[config.mk]
export PLATFORM = sky130hd
export DESIGN_NAME = sad_min_tracker
export DESIGN_NICKNAME = d
export VERILOG_FILES = /design/src/rtl/sad_min_tracker.sv
export SDC_FILE = /design/constraint.sdc
export NUM_CORES = 1
export LEC_CHECK = 0
export ABC_AREA = 0
export CELL_PAD_IN_SITES_DETAIL_PLACEMENT = 1
export CELL_PAD_IN_SITES_GLOBAL_PLACEMENT = 2
export CORE_MARGIN = 2
export CORE_UTILIZATION = 30
export DETAILED_ROUTE_END_ITERATION = 16
export PLACE_DENSITY = 0.88
export SLEW_MARGIN = 20
export SYNTH_ARGS = -nofsm -noshare
export SYNTH_HDL_FRONTEND = slang
export SYNTH_SLANG_ARGS = --single-unit
[constraint.sdc]
create_clock -name clk -period 3.8 [get_ports clk]
set_input_delay 0.76 -clock clk [delete_from_list [all_inputs] [get_ports clk]]
set_output_delay 0.76 -clock clk [all_outputs]
set_load 0.02 [all_outputs]
[src/rtl/sad_min_tracker.sv]
// Accumulates per-beat abs-diff rows into candidate SADs and tracks the raster-first minimum and its MV.
// Optional SAD_TRACE_EN exposes a per-candidate debug stream (cand_valid, cand_sad_out, cand_x_out, cand_y_out).
module sad_min_tracker #(
   parameter int PIXEL    = 8,
   parameter int N        = 8,
   parameter int BLK_ROWS = 8,
   parameter int SEARCH_W = 16,
   parameter int SEARCH_H = 16,
   parameter int SAD_W    = 14,
   parameter int MV_W     = 4
) (
   input  logic                 clk,
   input  logic                 rst_n,
   input  logic                 start,
   input  logic [N*PIXEL-1:0]   abs_in,
   input  logic                 abs_valid,
   output logic                 in_ready,
   output logic                 busy,
   output logic                 done,
   output logic [SAD_W-1:0]     best_sad,
   output logic [MV_W-1:0]      best_mv_x,
   output logic [MV_W-1:0]      best_mv_y
`ifdef SAD_TRACE_EN
   ,
   output logic [SAD_W-1:0]     cand_sad_out,
   output logic [MV_W-1:0]      cand_x_out,
   output logic [MV_W-1:0]      cand_y_out,
   output logic                 cand_valid
`endif
);

   localparam int RC_W = (BLK_ROWS > 1) ? $clog2(BLK_ROWS) : 1;

   typedef enum logic [1:0] {IDLE, ACCUM, COMPARE, DONE} state_t;

   state_t            state, state_nxt;
   logic [SAD_W-1:0]  acc;
   logic [SAD_W-1:0]  cand_sad;
   logic [SAD_W-1:0]  row_sum;
   logic [RC_W-1:0]   row_cnt;
   logic [MV_W-1:0]   cand_x;
   logic [MV_W-1:0]   cand_y;
   logic              last_row;
   logic              last_col;
   logic              last_cand;
   logic              beat_ok;

   always_comb begin
      row_sum = '0;
      for (int unsigned i = 0; i < N; i++) begin
         row_sum = row_sum + SAD_W'(abs_in[i*PIXEL +: PIXEL]);
      end
   end

   always_comb begin
      last_row  = (row_cnt == RC_W'(BLK_ROWS - 1));
      last_col  = (cand_x == MV_W'(SEARCH_W - 1));
      last_cand = last_col && (cand_y == MV_W'(SEARCH_H - 1));
      beat_ok   = abs_valid && in_ready;
   end

   always_comb begin
      state_nxt = state;
      in_ready  = 1'b0;
      busy      = 1'b1;
      done      = 1'b0;
      case (state)
         IDLE: begin
            busy = 1'b0;
            if (start) state_nxt = ACCUM;
         end
         ACCUM: begin
            in_ready = 1'b1;
            if (abs_valid && last_row) state_nxt = COMPARE;
         end
         COMPARE: state_nxt = last_cand ? DONE : ACCUM;
         DONE: begin
            done      = 1'b1;
            state_nxt = IDLE;
         end
         default: state_nxt = IDLE;
      endcase
   end

   always_ff @(posedge clk or negedge rst_n) begin
      if (!rst_n) begin
         state     <= IDLE;
         acc       <= '0;
         cand_sad  <= '0;
         row_cnt   <= '0;
         cand_x    <= '0;
         cand_y    <= '0;
         best_sad  <= '1;
         best_mv_x <= '0;
         best_mv_y <= '0;
      end else begin
         state <= state_nxt;
         case (state)
            IDLE: begin
               if (start) begin
                  acc       <= '0;
                  row_cnt   <= '0;
                  cand_x    <= '0;
                  cand_y    <= '0;
                  best_sad  <= '1;
                  best_mv_x <= '0;
                  best_mv_y <= '0;
               end
            end
            ACCUM: begin
               if (beat_ok) begin
                  if (last_row) begin
                     cand_sad <= acc + row_sum;
                     acc      <= '0;
                     row_cnt  <= '0;
                  end else begin
                     acc     <= acc + row_sum;
                     row_cnt <= row_cnt + RC_W'(1);
                  end
               end
            end
            COMPARE: begin
               // strict less-than keeps the earliest raster candidate on ties
               if (cand_sad < best_sad) begin
                  best_sad  <= cand_sad;
                  best_mv_x <= cand_x;
                  best_mv_y <= cand_y;
               end
               if (!last_cand) begin
                  if (last_col) begin
                     cand_x <= '0;
                     cand_y <= cand_y + MV_W'(1);
                  end else begin
                     cand_x <= cand_x + MV_W'(1);
                  end
               end
            end
            default: ;
         endcase
      end
   end

`ifdef SAD_TRACE_EN
   always_comb begin
      cand_valid   = (state == COMPARE);
      cand_sad_out = cand_sad;
      cand_x_out   = cand_x;
      cand_y_out   = cand_y;
   end
`endif

endmodule

-- After elaboration in Yosys (flattened, before gate mapping)
Index checks and enable logic that the tools add are counted.
- output and inout port bits: 25
- input bits: 68
- register bits: 63
- logic and storage cells: 74
- multiplexer cells: 29
- reduce and logical (&&, ||, !) cells: 12
- equality and inequality tests: 12
- $lt $le $gt $ge: 1
- $add $sub $neg: 11
- operators by type and width (cell ; number):
    $mux W14 ; 5
    $pmux W14 S2 ; 2
    $pmux W4 S2 ; 4
    $mux W4 ; 7
    $add A13 B8 Y14 ; 1
    $add A14 B14 Y14 ; 1
    $add A14 B8 Y14 ; 1
    $lt A14 B14 Y1 ; 1
    $add A12 B8 Y13 ; 1
    $add A11 B8 Y12 ; 1
    $ne A2 B2 Y1 const B ; 6
    $reduce_and A3 Y1 ; 4
    $add A10 B8 Y11 ; 1
    $add A9 B8 Y10 ; 1
    $add A8 B8 Y9 ; 1
    $mux W3 ; 3
    $add A4 B1 Y4 const B ; 2
    $eq A4 B4 Y1 const B ; 2
    $pmux W2 S4 ; 1
    $mux W2 ; 3
    $pmux W3 S2 ; 1
    $eq A2 B2 Y1 const B ; 2
    $reduce_and A4 Y1 ; 1
    $reduce_bool A2 Y1 ; 2
    7 further kinds ; 11

-- Depth between registers and ports, before layout
Gate-level depths: netlist of the first run.
- depth after elaboration: 11
- depth in mapped cells: 17
- depth with buffers taken out: 17

-- Worst setup path before layout of the first run
Ideal clock, no wire load.
- path kind: input to register
- start: input port abs_in[2]
- end: register cand_sad[12]
- arrival: 4.664 ns
- library setup time: 0.132 ns
- data required time: 3.668 ns
- setup slack: -0.996 ns
- stages: 17
- buffers on the path: 0
- cells stage by stage: inv_1 fa_1 inv_1 fa_1 fa_1 inv_1 fa_1 inv_1 ha_1 inv_1 fa_1 nor2b_1 o31a_1 o311a_1 mux2_4 nor4_2 a21oi_1
- word-level cells in the longest chain between the ends: 8
- ends and longest elaborated chain (what ; line ; source):
    from (decl) ; 15 ; input logic [N*PIXEL-1:0] abs_in,
    $add A8 B8 Y9 ; 51 ; row_sum = row_sum + SAD_W'(abs_in[i*PIXEL +: PIXEL]);
    $add A9 B8 Y10 ; 51 ;
    $add A10 B8 Y11 ; 51 ;
    $add A11 B8 Y12 ; 51 ;
    $add A12 B8 Y13 ; 51 ;
    $add A13 B8 Y14 ; 51 ;
    $add A14 B8 Y14 ; 51 ;
    $add A14 B14 Y14 ; 113 ; cand_sad <= acc + row_sum;
    to (signal assigned) ; 113 ;
    to (decl) ; 38 ; logic [SAD_W-1:0] cand_sad;
Every way passes these cells.
A chain may end at the register's enable or synchronous reset.

-- Final worst setup path of the first run
- start: input port abs_in[10]
- end: register acc[10]
- word-level cells in the longest chain between the ends: 11
- ends and longest elaborated chain (what ; line ; source):
    $add A8 B8 Y9 ; 51 ;
    $add A9 B8 Y10 ; 51 ;
    $add A10 B8 Y11 ; 51 ;
    $add A11 B8 Y12 ; 51 ;
    $add A12 B8 Y13 ; 51 ;
    $add A13 B8 Y14 ; 51 ;
    $add A14 B8 Y14 ; 51 ;
    $add A14 B14 Y14 ; 117 ; acc <= acc + row_sum;
    $mux W14 ; 112 ; if (last_row) begin
    $mux W14 ; 111 ; if (beat_ok) begin
    $pmux W14 S2 ; 98 ; case (state)
    to (signal assigned) ; 117 ;
    to (decl) ; 37 ; logic [SAD_W-1:0] acc;
Every way passes these cells. The select of a mux whose other input is x is not followed.

==> results of run 1 <==
## worst max-delay path: cells and delay by family
kind	cells	cell delay [ns]
compound gates	3	0.56
simple gates	2	0.51
buf+inv	6	0.29
xor+xnor	1	0.19
fa+ha+maj	6	2.46
## flip-flops by register name (all words and copies together) (netlist names)
register	flops
best_sad	14
acc	14
cand_y	4
cand_x	4
best_mv_y	4
cand_sad	14
state	2
row_cnt	3
best_mv_x	4
## timing repair
item	CTS	global route
endpoints found under the setup margin	23	22
gates resized for setup	207	15
pin swaps	70	14
setup buffers	5	4
## area by class of cell
class                           instances  area [um^2]
Tap cell                              216        270.3
Multi-Input combinational cell        310         3171
Clock inverter                          3        17.52
Fill cell                            1799         9199
Timing Repair Buffer                  120         1026
Clock buffer                           13        260.3
Sequential cell                        63         1594
Inverter                              104        405.4
## synthesized netlist by cell type, types with 2 or more instances
cell type / n
fa_1: 55
a311o_1: 2
nand2_1: 46
a22o_1: 4
xor2_1: 6
and3_1: 3
clkbuf_1: 8
nand4_1: 2
o31ai_1: 2
xnor2_1: 2
and2_1: 2
nor2_1: 25
or2_2: 3
dfstp_2: 14
nand2b_1: 6
mux2i_1: 25
nand3_1: 6
nor2b_1: 7
a21o_1: 5
nor3_1: 2
a21oi_1: 17
buf_6: 2
o211ai_1: 2
o21ai_0: 32
mux2_2: 4
ha_1: 34
dfrtp_1: 49
buf_2: 2
inv_1: 104
## layer usage
layer	part of all wire	wire [um]	up-vias	global-route usage
li1	-	-	1779	-
met1	0.39	5031	1907	0.1745
met5	0	0	-	0
met3	0.032	407	19	0.02845
met4	0.020	251	0	0.04348
met2	0.56	7100	69	0.2905
## worst paths after layout
kind	endpoint	slack, ns	start	depth (start not counted)
max	acc[10]$_DFFE_PN0P_	-0.76	abs_in[10]	18
min	best_mv_y[0]$_DFFE_PN0P_	0.45	rst_n	1
max reg2reg	acc[10]$_DFFE_PN0P_	-0.55	acc[2]$_DFFE_PN0P_	15
min reg2reg	best_sad[0]$_DFFE_PN1P_	0.49	best_sad[0]$_DFFE_PN1P_	2
max in group asynchronous	best_sad[13]$_DFFE_PN1P_	2.62	rst_n	2
min in group clk	best_sad[0]$_DFFE_PN1P_	0.49	best_sad[0]$_DFFE_PN1P_	2
## cells by family after synthesis
family | synth area share
buffers and inverters | 0.09278
AOI/OAI and AO/OA | 0.09355
and+or+nand+nor | 0.1024
muxes | 0.06304
xor gates and xnor gates | 0.01424
adders and majority gates | 0.3101
DFF | 0.3238
## layout by cell type, fill, tap and decap left out, types with 12 or more instances in the layout
master,Yosys,layout
a21oi_1,17,12
buf_2,2,21
buf_4,0,24
clkdlybuf4s50_1,0,39
dfrtp_1,49,49
dfstp_2,14,14
dlygate4sd2_1,0,20
fa_1,55,41
fa_2,0,14
ha_1,34,27
inv_1,104,81
inv_2,0,21
mux2i_1,25,25
nand2_1,46,44
nor2_1,25,24
o21ai_0,32,14
o21ai_1,0,15
## per-stage QoR
step                      cell area (um^2)  cells  hold slack [ns]    util  setup slack (ns)
after global placement                6261    806           0.4644  0.3927            -1.594
final                                 6744    829           0.4492  0.4230           -0.7592
after CTS                             6663    826           0.4946  0.4179           -0.7173
after global routing                  6744    829           0.4855  0.4230           -0.9075
after floorplan                       4976    490           0.4538       -           -0.8426
after detailed placement              6261    806           0.4868  0.3927            -1.701
==> results.cfg, run 1 <==
[yosys]
synth_async_sr_flop_share = 1.000
synth_top_flop_cell = dfrtp_1
synth_edf_count = 0
yosysSeqAreaShare = 0.3238
syn-instance-count = 490
ys_ff_latch = 63
synth.largest_area_cell = dfrtp_1
syn-num-nets = 647
synthesis.area_per_instance_um2 = 10.05
syn-cell-area_um2 = 4922
yosys_warnings = 0
synth_top_area_frac = 0.2491
netlist_top_cells_area = dfrtp_1 25%, fa_1 22%, ha_1 8.6%
cell_variety_after_synth = 48

[clock_tree]
tritoncts = built
numCtsBuffers = 9
worst_setup_hold_path_clk_slew_ns = 0.06
ctsRootBufferMaster = clkbuf_16
clk_path_buf_depth = 2
hold_buffers = 0
ctsHtreeMaxLevel = 3
worst_skew_pair_latency_ns = 0.33
clock-sinks = 63

[grt]
grt_max_degree = 48
total_global_route_track_usage = 0.1532
number_of_antenna_violations_at_the_first_check_in_global_routing = 0
grt_first_pass_wirelength_mm = 21.68
grt_pass1_vias = 4363
gr-total-overflow = 0

[timing]
grt_setup_unrepaired = true
fmax_ghz = 0.2193
period_minus_slack_ns = 4.559
fin_skew_ns = 0.007462
max_slew.worst_pin.slew_ns = 0.7622
report.final.hold_viol_count = 0
timing.final.crit_share = 1.200
setup_tns_ns = -8.858
tightest_slew_margin_relative_to_the_limit = 0.4902
final_max_slew_viol_count = 0
final.setup.worst_slack_ns = -0.7592
timing.final.setup_violations = 18

[run]
timing.max_cap.violations = 0

[detailed_routing]
drt-total-wl_mm = 12.79
wl_per_cell_um = 15.43
total_via_count_after_detailed_routing = 3774
drcViolationCount = 0
drt_iter0_drc = 112
routed_via_density = 4.552
dr.pass1.iters = 4
drtAntennaViolNets = 0

[die]
floorplan.initialDensity = 0.3087
core-area_um2 = 15940
floorplan_die_height_um = 132.1
io_pins = 93
die_w_um = 132.1
floorplan.die_area_um2 = 17450
placementRows = 46

[place]
dp_hpwl_mm = 9.754
io_buffers = 92
gp_congestion = 0.7958

[layout]
count_of_antenna_diodes_in_the_layout = 0
nNetsFinal = 765
area.growth.synth_to_final_pct = 37.01
post_route_cells_drive_above_1_share = 0.2610

[worst_setup_path]
critical-path-top-cell-by-count = inv_2
cp.arrival_ns = 4.75
timing.critical_path.slowest_cell_delay_ns = 0.55
criticalPathCategory = input pin to flop
critical_path_cell_list = buf_6 -> inv_2 -> fa_1 -> inv_2 -> fa_1 -> fa_1 -> inv_2 -> fa_1 -> inv_2 -> ha_4 -> inv_2 -> fa_2 -> nor2b_4 -> o31a_1 -> or4_4 -> a31oi_4 -> xor2_2 -> o21ai_1
setup.worst_path.start_class = input pin
slowest_stage = fa_1
timing.critical_path.to_type = flop
worstPathRequired_ns = 3.99
timing.critical_path.fanout_max = 3

[outcome]
violated_checks = negative setup slack
status = complete, but fails checks

[hold_path]
min_path_type = input pin to async pin
Power of run 1 is not shown: default switching activity piles up to over one toggle a cycle in this logic, so the estimate is an artifact.
==> run 2, diff against run 1 <==
- TNS_END_PERCENT: unset -> 30
==> run 2 against run 1 <==
The flow still finishes with violations (negative setup slack). Flip-flop and latch count is the same. Routed wire length up 0.54%. First-iteration DRC count decreased by 3.6%. Global-route usage is 0.39 points lower. Setup slack lost 0.053 ns. Utilization unchanged. Non-clock buffer count fell by 2. Via count increased by 0.56%. Register-to-register slack got worse by 0.03 ns.
==> results.cfg, run 2 (synthesis gave the netlist of run 1 again) <==
[outcome]
status = complete, but fails checks
violated_checks = negative setup slack

[clock_tree]
tritoncts = built
clk_path_buf_depth = 2
clock-sinks = 63
ctsHtreeMaxLevel = 3
numCtsBuffers = 9
worst_setup_hold_path_clk_slew_ns = 0.06
ctsRootBufferMaster = clkbuf_16
worst_skew_pair_latency_ns = 0.33
hold_buffers = 0

[timing]
timing.final.crit_share = 1.214
fmax_ghz = 0.2168
grt_setup_unrepaired = true
tightest_slew_margin_relative_to_the_limit = 0.4767
final.setup.worst_slack_ns = -0.8123
timing.final.setup_violations = 18
report.final.hold_viol_count = 0
period_minus_slack_ns = 4.612
final_max_slew_viol_count = 0
hold_slack_ns = 0.4573
max_slew.worst_pin.slew_ns = 0.7824
fin_skew_ns = 0.01043

[detailed_routing]
dr.pass1.iters = 4
routed_via_density = 4.589
drtAntennaViolNets = 0
drcViolationCount = 0
wl_per_cell_um = 15.55
drt-total-wl_mm = 12.86
drt_iter0_drc = 108
total_via_count_after_detailed_routing = 3795

[grt]
gr-total-overflow = 0
total_global_route_track_usage = 0.1494
number_of_antenna_violations_at_the_first_check_in_global_routing = 0
grt_first_pass_wirelength_mm = 21.32
grt_pass1_vias = 4383
grt_max_degree = 48

[worst_setup_path]
cp.arrival_ns = 4.79
timing.critical_path.to_type = flop
reg2reg_setup_slack_ns = -0.58
reg2regPathDepth = 15
worst_r2r_startpoint = acc[2]$_DFFE_PN0P_
regToRegEndpoint = acc[10]$_DFFE_PN0P_
worstPathRequired_ns = 3.98
critical_path_cell_list = buf_8 -> inv_8 -> fa_1 -> inv_2 -> fa_1 -> fa_1 -> inv_2 -> fa_1 -> inv_2 -> ha_4 -> inv_2 -> fa_2 -> nor2b_4 -> o31a_1 -> or4_1 -> a31oi_1 -> xor2_1 -> o21ai_1
slowest_stage = fa_1
setup.worst_path.start_class = input pin
timing.critical_path.slowest_cell_delay_ns = 0.56
criticalPathCategory = input pin to flop
timing.critical_path.fanout_max = 3

[die]
floorplan_die_height_um = 132.1
core-area_um2 = 15940
die_w_um = 132.1
placementRows = 46
io_pins = 93
floorplan.initialDensity = 0.3087
floorplan.die_area_um2 = 17450

[place]
dp_hpwl_mm = 9.903
gp_congestion = 0.7921
io_buffers = 92

[layout]
count_of_antenna_diodes_in_the_layout = 0
mostFrequentLayoutCell = inv_1
layout.core_utilization = 0.4230
post_route_cells_drive_above_1_share = 0.2602
final_cell_mix = 70 x inv_1, 49 x dfrtp_1, 45 x nand2_1
nNetsFinal = 763
reg_top3 = acc: 14 flops, best_sad: 14 flops, cand_sad: 14 flops
area.growth.synth_to_final_pct = 37.01
final.fill_count = 1806

[run]
timing.max_cap.violations = 0

[hold_path]
min_path_type = input pin to async pin
==> run 2: changes by cell type in the layout (fill, tap and decap cells not counted), moves of 4 or more <==
cell,previous run,this run
o21ai_1,15,11
clkbuf_2,0,12
inv_1,81,70
inv_2,21,32
dlygate4sd2_1,20,11
buf_2,21,7
buf_6,9,5
dlymetal6s2s_1,1,11
o21ai_0,14,20
==> run 2: area by class of cell <==
| type | count | area [um^2] | share of cell area |
|---|---|---|---|
| inverters | 104 | 405.4 | 0.06011 |
| well taps | 216 | 270.3 | 0.04007 |
| repair buffers | 118 | 1049 | 0.1555 |
| multi-input cells | 310 | 3123 | 0.4631 |
| flip-flops and latches | 63 | 1594 | 0.2364 |
| clock inverters | 3 | 42.54 | 0.006308 |
| clock buffers | 13 | 260.3 | 0.03859 |
==> run 2: timing repair <==
action | in CTS | in global routing
pin swaps | 63 | 43
resized for setup | 118 | 80
endpoints found under the setup margin | 23 | 22
setup buffers | 3 | 4
==> run 2: worst max path at each step <==
stage	startpoint	to	slack, ns
floorplan	abs_in[18]	cand_sad[10]$_DFFE_PN0P_	-0.84
global placement	abs_in[18]	acc[10]$_DFFE_PN0P_	-1.59
detailed placement	abs_in[18]	acc[10]$_DFFE_PN0P_	-1.69
CTS	abs_in[18]	cand_sad[12]$_DFFE_PN0P_	-0.80
global route	abs_in[18]	acc[10]$_DFFE_PN0P_	-0.96
finish	abs_in[18]	acc[10]$_DFFE_PN0P_	-0.81
==> run 2: critical path: cells and delay by family <==
kind | cells | cell delay, ns
buffers and inverters | 6 | 0.29
xor gates and xnor gates | 1 | 0.21
and+or+nand+nor | 2 | 0.47
adders and majority gates | 6 | 2.48
AOI/OAI and AO/OA | 3 | 0.56
==> run 2: per-layer routing <==
metal | track usage | vias up | wire [um]
li1 | - | 1782 | -
met1 | 0.1708 | 1921 | 5005
met2 | 0.2827 | 75 | 7187
met3 | 0.03114 | 17 | 433
met4 | 0.03623 | 0 | 234
met5 | 0 | - | 0
==> run 2: through the flow <==
step / setup TNS [ns] / instances / setup WS, ns / instance area (um^2)
6_report: -9.713 / 827 / -0.8123 / 6744
3_3_place_gp: -27.04 / 804 / -1.593 / 6246
4_1_cts: -10.05 / 823 / -0.8018 / 6654
2_1_floorplan: -8.970 / 490 / -0.8426 / 4976
5_1_grt: -11.90 / 827 / -0.9556 / 6744
3_5_place_dp: -28.96 / 804 / -1.693 / 6246
Power of run 2 is left out for the same reason.
==> run 3, diff against run 2 <==
- CORE_ASPECT_RATIO: unset -> 0.7
- MAX_ROUTING_LAYER: unset -> met4
==> run 3 against run 2 <==
The run still ends with negative setup slack left. Global-route usage is 0.13 points higher. Final cell count increased by 0.97%. Non-clock buffer count decreased by 1. Worst hold slack better by 0.031 ns. Clock skew is 0.0052 ns lower. Register-to-register slack lost 0.07 ns. Via count fell by 1.0%. Critical path type unchanged.
==> results.cfg, run 3 (synthesis gave the netlist of run 1 again) <==
[hold_path]
min_path_type = flop to flop
min-delay-start = best_sad[0]$_DFFE_PN1P_
min_path_cells = 2

[clock_tree]
ctsRootBufferMaster = clkbuf_16
worst_setup_hold_path_clk_slew_ns = 0.06
worst_skew_pair_latency_ns = 0.33
clock-sinks = 63
numCtsBuffers = 9
tritoncts = built
clk_path_buf_depth = 2
ctsHtreeMaxLevel = 3

[grt]
total_global_route_track_usage = 0.1507
gr-total-overflow = 0
grt_first_pass_wirelength_mm = 20.20
grt_max_degree = 35
number_of_antenna_violations_at_the_first_check_in_global_routing = 0
grt_pass1_vias = 4311

[timing]
max_slew.worst_pin.slew_ns = 0.7758
grt_setup_unrepaired = true
final_max_slew_viol_count = 0
fin_skew_ns = 0.005201
timing.final.crit_share = 1.236
timing.final.setup_violations = 18
final.setup.worst_slack_ns = -0.8965
report.final.hold_viol_count = 0
fmax_ghz = 0.2129
period_minus_slack_ns = 4.697
tightest_slew_margin_relative_to_the_limit = 0.4828

[worst_setup_path]
timing.critical_path.slowest_cell_delay_ns = 0.54
worst_setup_path_startpoint = abs_in[10]
setup.worst_path.start_class = input pin
reg2reg_setup_slack_ns = -0.65
worst_r2r_startpoint = acc[2]$_DFFE_PN0P_
timing.critical_path.to_type = flop
worstPathRequired_ns = 4.00
critical_path_cell_list = buf_6 -> inv_2 -> fa_1 -> inv_1 -> fa_1 -> fa_1 -> inv_2 -> fa_1 -> inv_2 -> ha_4 -> inv_2 -> fa_2 -> nor2b_4 -> o31a_1 -> or4_4 -> a31oi_4 -> xor2_2 -> o21ai_2
criticalPathCategory = input pin to flop
cpLargestDelayFamily = adder cells
reg2regPathDepth = 15
timing.critical_path.fanout_max = 2
slowest_stage = fa_1
critical_path_buf_inv_count = 6
cp.depth = 18
cp.arrival_ns = 4.90

[detailed_routing]
drt_iter0_drc = 73
drtAntennaViolNets = 0
routed_via_density = 4.499
wl_per_cell_um = 14.98
total_via_count_after_detailed_routing = 3757
drt-total-wl_mm = 12.51
dr.pass1.iters = 4
drcViolationCount = 0

[place]
dp_hpwl_mm = 9.552
dp.cells = 813
postPlaceCellArea_um2 = 6257
io_buffers = 92
gp_congestion = 0.7949

[layout]
final.fill_count = 1822
mostFrequentLayoutCell = inv_1
finalInstanceArea_um2 = 6804
final_cell_mix = 73 x inv_1, 49 x dfrtp_1, 45 x nand2_1
area.growth.synth_to_final_pct = 38.23
post_layout_nonfiller_instances = 835
nNetsFinal = 762
count_of_antenna_diodes_in_the_layout = 0
multiInputGateArea_um2 = 3126
post_route_cells_drive_above_1_share = 0.2672
reg_top3 = acc: 14 flops, best_sad: 14 flops, cand_sad: 14 flops
seq_area_um2 = 1594

[run]
timing.max_cap.violations = 0

[die]
floorplan.die_area_um2 = 17460
floorplan.initialDensity = 0.3038
placementRows = 39
core-area_um2 = 16200
io_pins = 93
floorplan_die_height_um = 111.2
die_w_um = 157.1

[outcome]
status = complete, but fails checks
violated_checks = negative setup slack
run 3: repair_timing:
| item | 4_1_cts | 5_1_grt |
|---|---|---|
| cloned | 0 | 0 |
| gates resized for setup | 105 | 93 |
| hold buffers | 0 | 0 |
| endpoints found under the hold margin | 0 | 0 |
| pin swaps | 56 | 56 |
| endpoints found under the setup margin | 23 | 22 |
| buffers inserted | 1 | 5 |
run 3: through the flow:
stage / TNS (ns) / hold WS (ns) / util / worst slack [ns]
2_1_floorplan: -8.970 / 0.4538 / - / -0.8426
3_3_place_gp: -27.34 / 0.4655 / 0.3862 / -1.595
3_5_place_dp: -27.97 / 0.4829 / 0.3862 / -1.720
4_1_cts: -9.667 / 0.4914 / 0.4106 / -0.7581
5_1_grt: -12.73 / 0.5184 / 0.4200 / -1.001
6_report: -9.952 / 0.4880 / 0.4200 / -0.8965
run 3: layer usage:
layer | vias to the layer above | track usage | share of wire
met4 | 0 | 0.04727 | 0.023
met5 | - | - | 0
met2 | 81 | 0.2623 | 0.52
met3 | 26 | 0.03479 | 0.045
li1 | 1784 | - | -
met1 | 1866 | 0.1719 | 0.41
run 3: final timing paths:
check	to
max	acc[10]$_DFFE_PN0P_
min	best_sad[0]$_DFFE_PN1P_
max reg2reg	acc[10]$_DFFE_PN0P_
min reg2reg	best_sad[0]$_DFFE_PN1P_
max in group asynchronous	best_sad[13]$_DFFE_PN1P_
min in group asynchronous	best_mv_y[1]$_DFFE_PN0P_
run 3: cell type report:
class	instances	share of cell area
multi-input combinational	310	0.4594
sequential	63	0.2343
timing repair buffer	117	0.1534
inverter	104	0.05958
tap	225	0.04138
clock buffer	10	0.03512
clock inverter	6	0.01692
run 3: worst reg2reg max path: cells and delay by family (launching register included):
kind	cells	cell delay [ns]
fa+ha+maj	6	2.35
buf+inv	3	0.15
xor+xnor	1	0.25
compound gates	3	0.61
simple gates	2	0.58
flops	1	0.39
Power of run 3 is left out for the same reason.
